File: config.mk
export PLATFORM = sky130hd
export DESIGN_NAME = snake_fmap_packer_flat
export DESIGN_NICKNAME = d
export VERILOG_FILES = /design/src/rtl/snake_fmap_packer_if.sv /design/src/rtl/snake_fmap_packer.sv /design/src/flat_wrapper.sv
export SDC_FILE = /design/constraint.sdc
export NUM_CORES = 1
export LEC_CHECK = 0
export BUFFER_PORTS_ARGS = -buffer_cell sky130_fd_sc_hd__buf_2
export CAP_MARGIN = 20
export CORE_ASPECT_RATIO = 0.75
export CORE_MARGIN = 4
export CORE_UTILIZATION = 55
export CTS_BUF_LIST = sky130_fd_sc_hd__clkbuf_8
export CTS_CLUSTER_SIZE = 10
export DETAILED_ROUTE_END_ITERATION = 12
export PLACE_DENSITY = 0.83
export SLEW_MARGIN = 0
export SYNTH_ARGS = -nofsm -noshare
export SYNTH_HDL_FRONTEND = slang
export SYNTH_SLANG_ARGS = --single-unit
File: constraint.sdc
create_clock -name clk -period 2.3 [get_ports clk]
set_clock_uncertainty 0.05 [all_clocks]
set_input_delay 0 -clock clk [delete_from_list [all_inputs] [get_ports clk]]
set_output_delay 0 -clock clk [all_outputs]
set_load 0.005 [all_outputs]
File: src/rtl/snake_fmap_packer_if.sv
// Pixel-stream / SRAM-write bundle for snake_fmap_packer.
// Optional stall_cnt member appears when FMAP_STALL_CNT_EN is defined.
interface snake_fmap_packer_if #(
   parameter int DATA_W = 8,
   parameter int CH     = 16,
   parameter int ADDR_W = 12
);
   logic                     start;
   logic                     abort;
   logic                     in_valid;
   logic                     in_ready;
   logic [CH*DATA_W-1:0]     in_data;
   logic                     busy;
   logic                     done;
   logic                     row_done;
   logic                     dir;
   logic                     cen;
   logic [CH-1:0]            wen;
   logic [ADDR_W-1:0]        addr;
   logic [CH*2*DATA_W-1:0]   d;

`ifdef FMAP_STALL_CNT_EN
   logic [15:0]              stall_cnt;

   modport master (
      output start, abort, in_valid, in_data,
      input  in_ready, busy, done, row_done, dir, cen, wen, addr, d, stall_cnt
   );
   modport slave (
      input  start, abort, in_valid, in_data,
      output in_ready, busy, done, row_done, dir, cen, wen, addr, d, stall_cnt
   );
`else
   modport master (
      output start, abort, in_valid, in_data,
      input  in_ready, busy, done, row_done, dir, cen, wen, addr, d
   );
   modport slave (
      input  start, abort, in_valid, in_data,
      output in_ready, busy, done, row_done, dir, cen, wen, addr, d
   );
`endif
endinterface

File: src/rtl/snake_fmap_packer.sv
// Packs snake-ordered pixel pairs into CH-bank SRAM words (two pixels per bank word).
// Define FMAP_STALL_CNT_EN to add the 16-bit saturating stall_cnt output.
module snake_fmap_packer #(
   parameter int DATA_W = 8,
   parameter int CH     = 16,
   parameter int COLS   = 16,
   parameter int ROWS   = 256,
   parameter int ADDR_W = 12,
   parameter int ORDER  = 0
) (
   input logic               clk,
   input logic               rst_n,
   snake_fmap_packer_if.slave bus
);
   localparam int HALF   = COLS / 2;
   localparam int PAIR_W = (HALF > 1) ? $clog2(HALF) : 1;
   localparam int ROW_W  = (ROWS > 1) ? $clog2(ROWS) : 1;

   typedef enum logic [1:0] {IDLE, LO, HI, LAST} state_t;

   state_t                 state_q, state_d;
   logic [CH*DATA_W-1:0]   first_q;
   logic [PAIR_W-1:0]      pair_q;
   logic [ROW_W-1:0]       row_q;
   logic [ADDR_W-1:0]      base_q;
   logic                   dir_q;
   logic                   cen_q;
   logic [CH-1:0]          wen_q;
   logic [ADDR_W-1:0]      addr_q;
   logic [CH*2*DATA_W-1:0] d_q;
   logic                   row_done_q;

   logic                   hi_acc;
   logic                   row_end;
   logic                   frame_end;
   logic                   swap;
   logic [ADDR_W-1:0]      wr_addr;
   logic [CH*2*DATA_W-1:0] wr_data;

   assign hi_acc    = (state_q == HI) && bus.in_valid && !bus.abort;
   assign row_end   = (pair_q == PAIR_W'(HALF - 1));
   assign frame_end = row_end && (row_q == ROW_W'(ROWS - 1));
   // Column-ascending packing mirrors pair order on right-to-left rows.
   assign swap      = (ORDER == 1) && dir_q;
   assign wr_addr   = swap ? (base_q + ADDR_W'(HALF - 1) - ADDR_W'(pair_q))
                           : (base_q + ADDR_W'(pair_q));

   always_comb begin
      wr_data = '0;
      for (int k = 0; k < CH; k++) begin
         wr_data[k*2*DATA_W +: 2*DATA_W] = swap
            ? {bus.in_data[k*DATA_W +: DATA_W], first_q[k*DATA_W +: DATA_W]}
            : {first_q[k*DATA_W +: DATA_W], bus.in_data[k*DATA_W +: DATA_W]};
      end
   end

   // NOTE: every signal gets its default first, so no path through this block infers a latch.
   always_comb begin
      state_d = state_q;
      if (bus.abort) begin
         state_d = IDLE;
      end else begin
         case (state_q)
            IDLE:    if (bus.start)    state_d = LO;
            LO:      if (bus.in_valid) state_d = HI;
            HI:      if (bus.in_valid) state_d = frame_end ? LAST : LO;
            LAST:                      state_d = IDLE;
            default:                   state_d = IDLE;
         endcase
      end
   end

   // NOTE: registers use non-blocking assignments so all of them sample pre-edge values.
   always_ff @(posedge clk or negedge rst_n) begin
      if (!rst_n) begin
         state_q <= IDLE;
      end else begin
         state_q <= state_d;
      end
   end

   always_ff @(posedge clk or negedge rst_n) begin
      if (!rst_n) begin
         first_q    <= '0;
         pair_q     <= '0;
         row_q      <= '0;
         base_q     <= '0;
         dir_q      <= 1'b0;
         cen_q      <= 1'b1;
         wen_q      <= '1;
         addr_q     <= '0;
         d_q        <= '0;
         row_done_q <= 1'b0;
      end else begin
         cen_q      <= 1'b1;
         wen_q      <= '1;
         row_done_q <= 1'b0;
         if (bus.abort || (state_q == IDLE && bus.start)) begin
            pair_q <= '0;
            row_q  <= '0;
            base_q <= '0;
            dir_q  <= 1'b0;
         end else if (state_q == LO && bus.in_valid) begin
            first_q <= bus.in_data;
         end else if (hi_acc) begin
            cen_q      <= 1'b0;
            wen_q      <= '0;
            addr_q     <= wr_addr;
            d_q        <= wr_data;
            row_done_q <= row_end;
            if (row_end) begin
               pair_q <= '0;
               dir_q  <= ~dir_q;
               if (frame_end) begin
                  row_q  <= '0;
                  base_q <= '0;
               end else begin
                  row_q  <= row_q + 1'b1;
                  base_q <= base_q + ADDR_W'(HALF);
               end
            end else begin
               pair_q <= pair_q + 1'b1;
            end
         end
      end
   end

`ifdef FMAP_STALL_CNT_EN
   logic [15:0] stall_q;

   always_ff @(posedge clk or negedge rst_n) begin
      if (!rst_n) begin
         stall_q <= '0;
      end else if (state_q == IDLE && bus.start && !bus.abort) begin
         stall_q <= '0;
      end else if ((state_q == LO || state_q == HI) && !bus.in_valid && stall_q != 16'hFFFF) begin
         stall_q <= stall_q + 16'd1;
      end
   end

   assign bus.stall_cnt = stall_q;
`endif

   assign bus.in_ready = (state_q == LO) || (state_q == HI);
   assign bus.busy     = (state_q != IDLE);
   assign bus.done     = (state_q == LAST);
   assign bus.row_done = row_done_q;
   assign bus.dir      = dir_q;
   assign bus.cen      = cen_q;
   assign bus.wen      = wen_q;
   assign bus.addr     = addr_q;
   assign bus.d        = d_q;
endmodule

File: src/flat_wrapper.sv
// flat-port wrapper written by rule: the top's interface ports become plain ports
module snake_fmap_packer_flat 
#(
   parameter int DATA_W = 8,
   parameter int CH     = 16,
   parameter int COLS   = 16,
   parameter int ROWS   = 256,
   parameter int ADDR_W = 12,
   parameter int ORDER  = 0
)
  (clk, rst_n, bus_start, bus_abort, bus_in_valid, bus_in_data, bus_in_ready, bus_busy, bus_done, bus_row_done, bus_dir, bus_cen, bus_wen, bus_addr, bus_d);
  snake_fmap_packer_if #(.DATA_W(DATA_W), .CH(CH), .ADDR_W(ADDR_W)) bus_i ();
  input logic clk;
  input logic rst_n;
  input wire logic [$bits(bus_i.start)-1:0] bus_start;
  input wire logic [$bits(bus_i.abort)-1:0] bus_abort;
  input wire logic [$bits(bus_i.in_valid)-1:0] bus_in_valid;
  input wire logic [$bits(bus_i.in_data)-1:0] bus_in_data;
  output wire logic [$bits(bus_i.in_ready)-1:0] bus_in_ready;
  output wire logic [$bits(bus_i.busy)-1:0] bus_busy;
  output wire logic [$bits(bus_i.done)-1:0] bus_done;
  output wire logic [$bits(bus_i.row_done)-1:0] bus_row_done;
  output wire logic [$bits(bus_i.dir)-1:0] bus_dir;
  output wire logic [$bits(bus_i.cen)-1:0] bus_cen;
  output wire logic [$bits(bus_i.wen)-1:0] bus_wen;
  output wire logic [$bits(bus_i.addr)-1:0] bus_addr;
  output wire logic [$bits(bus_i.d)-1:0] bus_d;
  assign bus_i.start = bus_start;
  assign bus_i.abort = bus_abort;
  assign bus_i.in_valid = bus_in_valid;
  assign bus_i.in_data = bus_in_data;
  assign bus_in_ready = bus_i.in_ready;
  assign bus_busy = bus_i.busy;
  assign bus_done = bus_i.done;
  assign bus_row_done = bus_i.row_done;
  assign bus_dir = bus_i.dir;
  assign bus_cen = bus_i.cen;
  assign bus_wen = bus_i.wen;
  assign bus_addr = bus_i.addr;
  assign bus_d = bus_i.d;
  snake_fmap_packer #(.DATA_W(DATA_W), .CH(CH), .COLS(COLS), .ROWS(ROWS), .ADDR_W(ADDR_W), .ORDER(ORDER)) u_core (.clk(clk), .rst_n(rst_n), .bus(bus_i));
endmodule
# After elaboration in Yosys (flattened, before gate mapping)
# Index checks and enable logic that the tools add are counted.
# Widths: inputs -> output; s select.
[totals] ramBits=0 latch_bits=0 output_inout_bits=290 register_bits=440 in_bits=133 n_memories=0 rom_bits=0 word_cells=77
[op_classes] shifts=0 n_addsub=4 magnitude_cmp=0 eq_ne=9 n_reduce_logical=17 multipliers=0 div_mod_pow=0 bitwise_logic=3 mux=33
[ops] cell="$mux 12" n=5
[ops] cell="$mux 16" n=3
[ops] cell="$mux 8" n=5
[ops] cell="$add 12x3->12" n=1
[ops] cell="$add 12x4->12 const B" n=1
[ops] cell="$mux 3" n=4
[ops] cell="$mux 1" n=10
[ops] cell="$mux 2" n=5
[ops] cell="$ne 3x3->1 const B" n=3
[ops] cell="$reduce_and 3->1" n=3
[ops] cell="$add 8x1->8 const B" n=1
[ops] cell="$eq 8x8->1 const B" n=1
[ops] cell="$pmux 2 s4" n=1
[ops] cell="$reduce_bool 2->1" n=3
[ops] cell="$logic_and 1x1->1" n=5
[ops] cell="$eq 2x2->1 const B" n=2
[ops] cell="$reduce_and 2->1" n=2
[ops] cell="$add 3x1->3 const B" n=1
[ops] cell="$eq 3x3->1 const B" n=1
[ops] cell="$not 1->1" n=3
[ops] cell="$eq 2x1->1 const B" n=1
[ops] cell="$logic_not 2->1" n=1
[ops] cell="$logic_or 1x1->1" n=2
[ops] cell="$ne 2x1->1 const B" n=1
[ops] cell="$logic_not 1->1" n=1

# Longest topological paths before layout
[logic_depth] depth_word=7 depth_mapped=9 ltp_nobuf=7

# Worst setup path after synthesis
# Ideal clock, no wire load.
[synth_timing] kind="register -> register" startpoint="reg u_core.state_q[1]" endpoint="reg u_core.first_q[107]" setup_slack_ps=367 path_stages_with_launch=8 period_less_slack_ps=1933 required_ps=2125 arrival_ps=1759 setup_time_ps=125 path_buffers=2 cell_sequence="dfrtp_1 inv_1 ha_1 a21oi_1 and3_1 buf_2 buf_2 mux2_2"
[synth_via] elab_chain_cells=5 word_cells_on_any_way=7 classes_between="eq/ne (1); bitwise (1); reduce/logical (5)"
[synth_rtl] element="start: declaration" line_no="snake_fmap_packer.sv:21" rtl="state_t state_q, state_d;"
[synth_rtl] element="start signal: assignment" line_no="snake_fmap_packer.sv:78" rtl="state_q <= state_d;"
[synth_rtl] element="$logic_not 2->1" line_no="snake_fmap_packer.sv:98" rtl="if (bus.abort || (state_q == IDLE && bus.start)) begin"
[synth_rtl] element="$logic_and 1x1->1" line_no="snake_fmap_packer.sv:98"
[synth_rtl] element="$logic_or 1x1->1" line_no="snake_fmap_packer.sv:98"
[synth_rtl] element="$not 1->1 (no source line)"
[synth_rtl] element="$reduce_and 2->1 (no source line) (*)"
[synth_rtl] element="end signal: assignment" line_no="snake_fmap_packer.sv:104" rtl="first_q <= bus.in_data;"
[synth_rtl] element="end: declaration" line_no="snake_fmap_packer.sv:22" rtl="logic [CH*DATA_W-1:0] first_q;"
# Every way passes the cells marked *; elsewhere a longest branch is shown, timed or not.
# A chain may end at the register's enable or synchronous reset.

# Worst setup path in the final report
[layout_timing] startpoint="reg u_core.state_q[1]" endpoint="reg u_core.d_q[112], in the netlist u_core.bus.d[112]"
[layout_via] elab_chain_cells=5 word_cells_on_any_way=11 classes_between="eq/ne (2); bitwise (2); reduce/logical (7)"
[layout_rtl] element="$logic_not 2->1" line_no="snake_fmap_packer.sv:98"
[layout_rtl] element="$logic_and 1x1->1" line_no="snake_fmap_packer.sv:98"
[layout_rtl] element="$logic_or 1x1->1" line_no="snake_fmap_packer.sv:98"
[layout_rtl] element="$not 1->1 (no source line)"
[layout_rtl] element="$reduce_and 3->1 (no source line) (*)"
[layout_rtl] element="end signal: assignment" line_no="snake_fmap_packer.sv:109" rtl="d_q <= wr_data;"
[layout_rtl] element="end: declaration" line_no="snake_fmap_packer.sv:30" rtl="logic [CH*2*DATA_W-1:0] d_q;"
# Marked as above.

==> flow_summary.html <==
<table>
<tr><th>Metric</th><th>Value</th></tr>
<tr><th colspan="2">Global routing</th></tr>
<tr><td>Wire length of the first global-routing pass</td><td>75.7 mm</td></tr>
<tr><td>Largest net degree at the start of global routing</td><td>113</td></tr>
<tr><td>Via count of the first global-routing pass</td><td>14,200</td></tr>
<tr><td>Congestion Overflow GR</td><td>0</td></tr>
<tr><td>Number of antenna violations at the first check in global routing</td><td>2</td></tr>
<tr><td>Global router's overall resource usage</td><td>29.6%</td></tr>
<tr><th colspan="2">Routing</th></tr>
<tr><td>Via-to-Cell Ratio</td><td>5.38</td></tr>
<tr><td>Remaining antenna violation count after routing</td><td>0</td></tr>
<tr><td>DR DRC count</td><td>0</td></tr>
<tr><td>Drt first pass iters</td><td>5</td></tr>
<tr><td>Vias after detailed routing</td><td>13,800</td></tr>
<tr><td>Number of DRC violations after detailed-routing iteration 0</td><td>1,254</td></tr>
<tr><td>Final Routed Wirelength</td><td>50.3 mm</td></tr>
<tr><td>Routed wire per std cell</td><td>19.6 um</td></tr>
<tr><th colspan="2">Logic synthesis</th></tr>
<tr><td>Cell count after synthesis</td><td>1,549</td></tr>
<tr><td>Main area contributors after synthesis</td><td>sky130_fd_sc_hd__dfrtp_1 65%, sky130_fd_sc_hd__nand2_1 19%, sky130_fd_sc_hd__mux2_2 8.9%, sky130_fd_sc_hd__buf_2 1.9%, sky130_fd_sc_hd__buf_4 0.79%</td></tr>
<tr><td>Share of the yosys chip area belonging to registers</td><td>65.1%</td></tr>
<tr><td>Syn_nets</td><td>1,692</td></tr>
<tr><td>Proportion of synthesized flip-flops having asynchronous set or reset</td><td>100%</td></tr>
<tr><td>Commonest cells in the netlist</td><td>811 x sky130_fd_sc_hd__nand2_1, 420 x sky130_fd_sc_hd__dfrtp_1, 128 x sky130_fd_sc_hd__mux2_2</td></tr>
<tr><td>Main synth FF type</td><td>sky130_fd_sc_hd__dfrtp_1</td></tr>
<tr><td>Total standard cell area after synthesis</td><td>16,200 um2</td></tr>
<tr><td>Top-area cell type share of the netlist area</td><td>64.9%</td></tr>
<tr><td>Cell type with the largest total area after synthesis</td><td>sky130_fd_sc_hd__dfrtp_1</td></tr>
<tr><td>Number of flops mapped to enable cells by yosys</td><td>0</td></tr>
<tr><td>Most numerous cell in the Yosys netlist</td><td>sky130_fd_sc_hd__nand2_1</td></tr>
<tr><td>Number of distinct library cell variants in the gate-level netlist after synthesis</td><td>34</td></tr>
<tr><td>Flop and latch count out of synthesis</td><td>421</td></tr>
<tr><td>Count of warnings emitted by yosys</td><td>0</td></tr>
<tr><td>Post-synthesis area per instance</td><td>10.4 um2</td></tr>
<tr><th colspan="2">Critical path</th></tr>
<tr><td>Worst Path Required</td><td>2.78 ns</td></tr>
<tr><td>Crit path launch type</td><td>register</td></tr>
<tr><td>Highest net fanout along the worst path</td><td>112</td></tr>
<tr><td>Type of the setup path with the least slack</td><td>register to register</td></tr>
<tr><td>Arrival @ worst endpoint</td><td>2.72 ns</td></tr>
<tr><td>Element type at the critical path end</td><td>register</td></tr>
<tr><th colspan="2">Layout</th></tr>
<tr><td>Area occupied by registers</td><td>10,500 um2</td></tr>
<tr><td>Layout Area Growth over Synthesis</td><td>32.7%</td></tr>
<tr><td>Share of layout cells above drive strength 1</td><td>32.2%</td></tr>
<tr><td>Post-layout nets</td><td>2,273</td></tr>
<tr><td>Finished Core Util</td><td>73.9%</td></tr>
<tr><td>Area of the multi-input gates</td><td>5150 um2</td></tr>
<tr><td>Layout fillers</td><td>1,762</td></tr>
<tr><th colspan="2">Clocking</th></tr>
<tr><td>Clock tree from TritonCTS</td><td>yes</td></tr>
<tr><td>Total clock buffers created by CTS</td><td>59</td></tr>
<tr><td>Clock transition at path regs</td><td>0.07 ns</td></tr>
<tr><td>Number of H-tree levels</td><td>2</td></tr>
<tr><td>Number of clock sinks</td><td>421</td></tr>
<tr><td>Clock latency at the later pin of the worst-skew pair</td><td>0.60 ns</td></tr>
<tr><td>Largest buffer count on any clock path</td><td>3</td></tr>
<tr><td>CTS root buffer</td><td>sky130_fd_sc_hd__clkbuf_8</td></tr>
<tr><th colspan="2">Floorplan</th></tr>
<tr><td>Core region area</td><td>29,100 um2</td></tr>
<tr><td>Row count</td><td>54</td></tr>
<tr><td>Die Footprint</td><td>32,300 um2</td></tr>
<tr><td>Boundary Pins</td><td>423</td></tr>
<tr><td>Initial Util</td><td>55.7%</td></tr>
<tr><td>Die X-Extent</td><td>206 um</td></tr>
<tr><td>Die Ht</td><td>157 um</td></tr>
<tr><th colspan="2">STA</th></tr>
<tr><td>Hold Vio Cnt, Final</td><td>0</td></tr>
<tr><td>Worst Hold Slack</td><td>0.0305 ns</td></tr>
<tr><td>Number of pins exceeding their max-slew limit in the final report</td><td>0</td></tr>
<tr><td>Min Tclk post-route</td><td>2.24 ns</td></tr>
<tr><td>Setup TNS Final</td><td>0 ns</td></tr>
<tr><td>Max-Slew Margin vs Limit</td><td>60.1%</td></tr>
<tr><td>Least setup slack across all paths after layout</td><td>0.0590 ns</td></tr>
<tr><td>Setup violators final</td><td>0</td></tr>
<tr><td>Post-route clock period utilization</td><td>97.4%</td></tr>
<tr><td>Max Clock Freq</td><td>0.446 GHz</td></tr>
<tr><td>Transition time at the pin with the least slew margin</td><td>0.599 ns</td></tr>
<tr><td>Unrepaired setup endpoints after global routing</td><td>true</td></tr>
<tr><th colspan="2">Worst hold path</th></tr>
<tr><td>Path class of the lowest-slack min-delay path</td><td>primary input to asynchronous set/reset pin</td></tr>
<tr><th colspan="2">Run status</th></tr>
<tr><td>Status</td><td>finished, final reports clean</td></tr>
<tr><th colspan="2">Placement</th></tr>
<tr><td>IO buf count</td><td>422</td></tr>
<tr><td>HPWL after DPL</td><td>29.5 mm</td></tr>
<tr><td>Placer Congestion</td><td>0.831</td></tr>
<tr><td>Worst Setup Slack post-DPL</td><td>0.187 ns</td></tr>
<tr><th colspan="2">Pwr</th></tr>
<tr><td>Power per unit of standard cell area</td><td>1080 nW/um2</td></tr>
<tr><td>Leakage</td><td>12.0 nW</td></tr>
<tr><td>Worst IR drop on VDD</td><td>0.000649 V</td></tr>
<tr><td>Overall power of the completed layout</td><td>23.3 mW</td></tr>
<tr><th colspan="2">Flow run</th></tr>
<tr><td>Max_cap viols</td><td>0</td></tr>
</table>
==> critical path: stages, from the launching register on <==
cell                       delay, ns
sky130_fd_sc_hd__dfrtp_1        0.44
sky130_fd_sc_hd__inv_1          0.12
sky130_fd_sc_hd__ha_1           0.24
sky130_fd_sc_hd__nand3b_2       0.25
sky130_fd_sc_hd__nor2_4         0.27
sky130_fd_sc_hd__buf_12         0.39
sky130_fd_sc_hd__nand2_1        0.15
sky130_fd_sc_hd__nand2_1        0.11
==> layer usage <==
layer	vias to the layer above	global-route usage (%)	wire (um)
li1	6010	-	-
met1	6725	35.8	18500
met2	834	49.8	24600
met3	221	8.00	4660
met4	0	14.5	2540
met5	-	0	0
==> final cells by class <==
class	count	share of cell area [%]
sequential	421	49.0
multi-input combinational	1027	24.0
timing repair buffer	611	19.1
clock buffer	73	4.68
tap	392	2.28
clock inverter	27	0.565
inverter	8	0.198
timing repair inverter	2	0.0815
antenna	2	0.0233
==> metrics by stage <==
step,cell area [um2],std cells
2_1_floorplan,16200,1549
3_3_place_gp,18900,2315
3_5_place_dp,18900,2315
4_1_cts,21400,2550
5_1_grt,21500,2563
6_report,21500,2563
==> sequential cells by signal (all words and copies together) (netlist names) <==
register	cells
u_core.base_q	9
u_core.bus.addr	12
u_core.bus.wen	1
u_core.bus.row_done	1
u_core.pair_q	3
u_core.bus.d	256
u_core.row_q	8
u_core.first_q	128
u_core.state_q	2
u_core.bus.dir	1
==> repair_timing <==
action / 4_1_cts / 5_1_grt
buffers inserted: 0 / 9
endpoints found under the setup margin: 0 / 3
gates resized for setup: 0 / 6
hold endpoints to repair: 698 / 0
hold buffers: 135 / 0
==> worst paths after layout <==
kind	to	cells after the start	slack, ns	startpoint
hold / removal	u_core.bus.d[241]	3	0.03	rst_n
max in group asynchronous	u_core.first_q[120]	3	1.76	rst_n
setup / recovery	u_core.bus.d[112]	7	0.06	u_core.state_q[1]
hold reg to reg	u_core.bus.d[174]	2	0.40	u_core.first_q[86]
min in group clk	u_core.bus.d[36]	4	0.09	bus_in_data[20]
setup reg to reg	u_core.bus.d[112]	7	0.06	u_core.state_q[1]
==> logic make-up after synthesis <==
logic type	count (synthesis)	synth area share, %
and+or+nand+nor	847	19.9
DFF	421	65.1
muxes	131	9.09
buffers and inverters	101	3.22
AOI/OAI and AO/OA	25	1.13
xor gates and xnor gates	14	0.758
adders and majority gates	10	0.773
==> report_power, final <==
group	total (mW)	switching, mW	internal, mW	leakage, nW
Combinational	5.93	2.99	2.94	5.85
Clock	5.65	2.81	2.84	0.653
Sequential	11.7	1.64	10.1	5.50
Total	23.3	7.44	15.8	12.0
==> cell usage in the layout, fill, tap and decap left out, drive strengths merged, types with 2 or more instances in the layout <==
| cell | n |
|---|---|
| nand2 | 811 |
| clkbuf | 73 |
| inv | 30 |
| or3 | 2 |
| nand4 | 2 |
| o21ai | 4 |
| o2111ai | 3 |
| dfrtp | 420 |
| nor3 | 2 |
| mux2 | 128 |
| ha | 10 |
| clkinv | 5 |
| nand3 | 4 |
| xnor2 | 10 |
| dlygate4sd3 | 134 |
| a21oi | 6 |
| mux2i | 3 |
| buf | 477 |
| xor2 | 4 |
| a211oi | 7 |
| clkinvlp | 2 |
| diode | 2 |
| nor2 | 22 |
(Power assumes the default switching activity.)
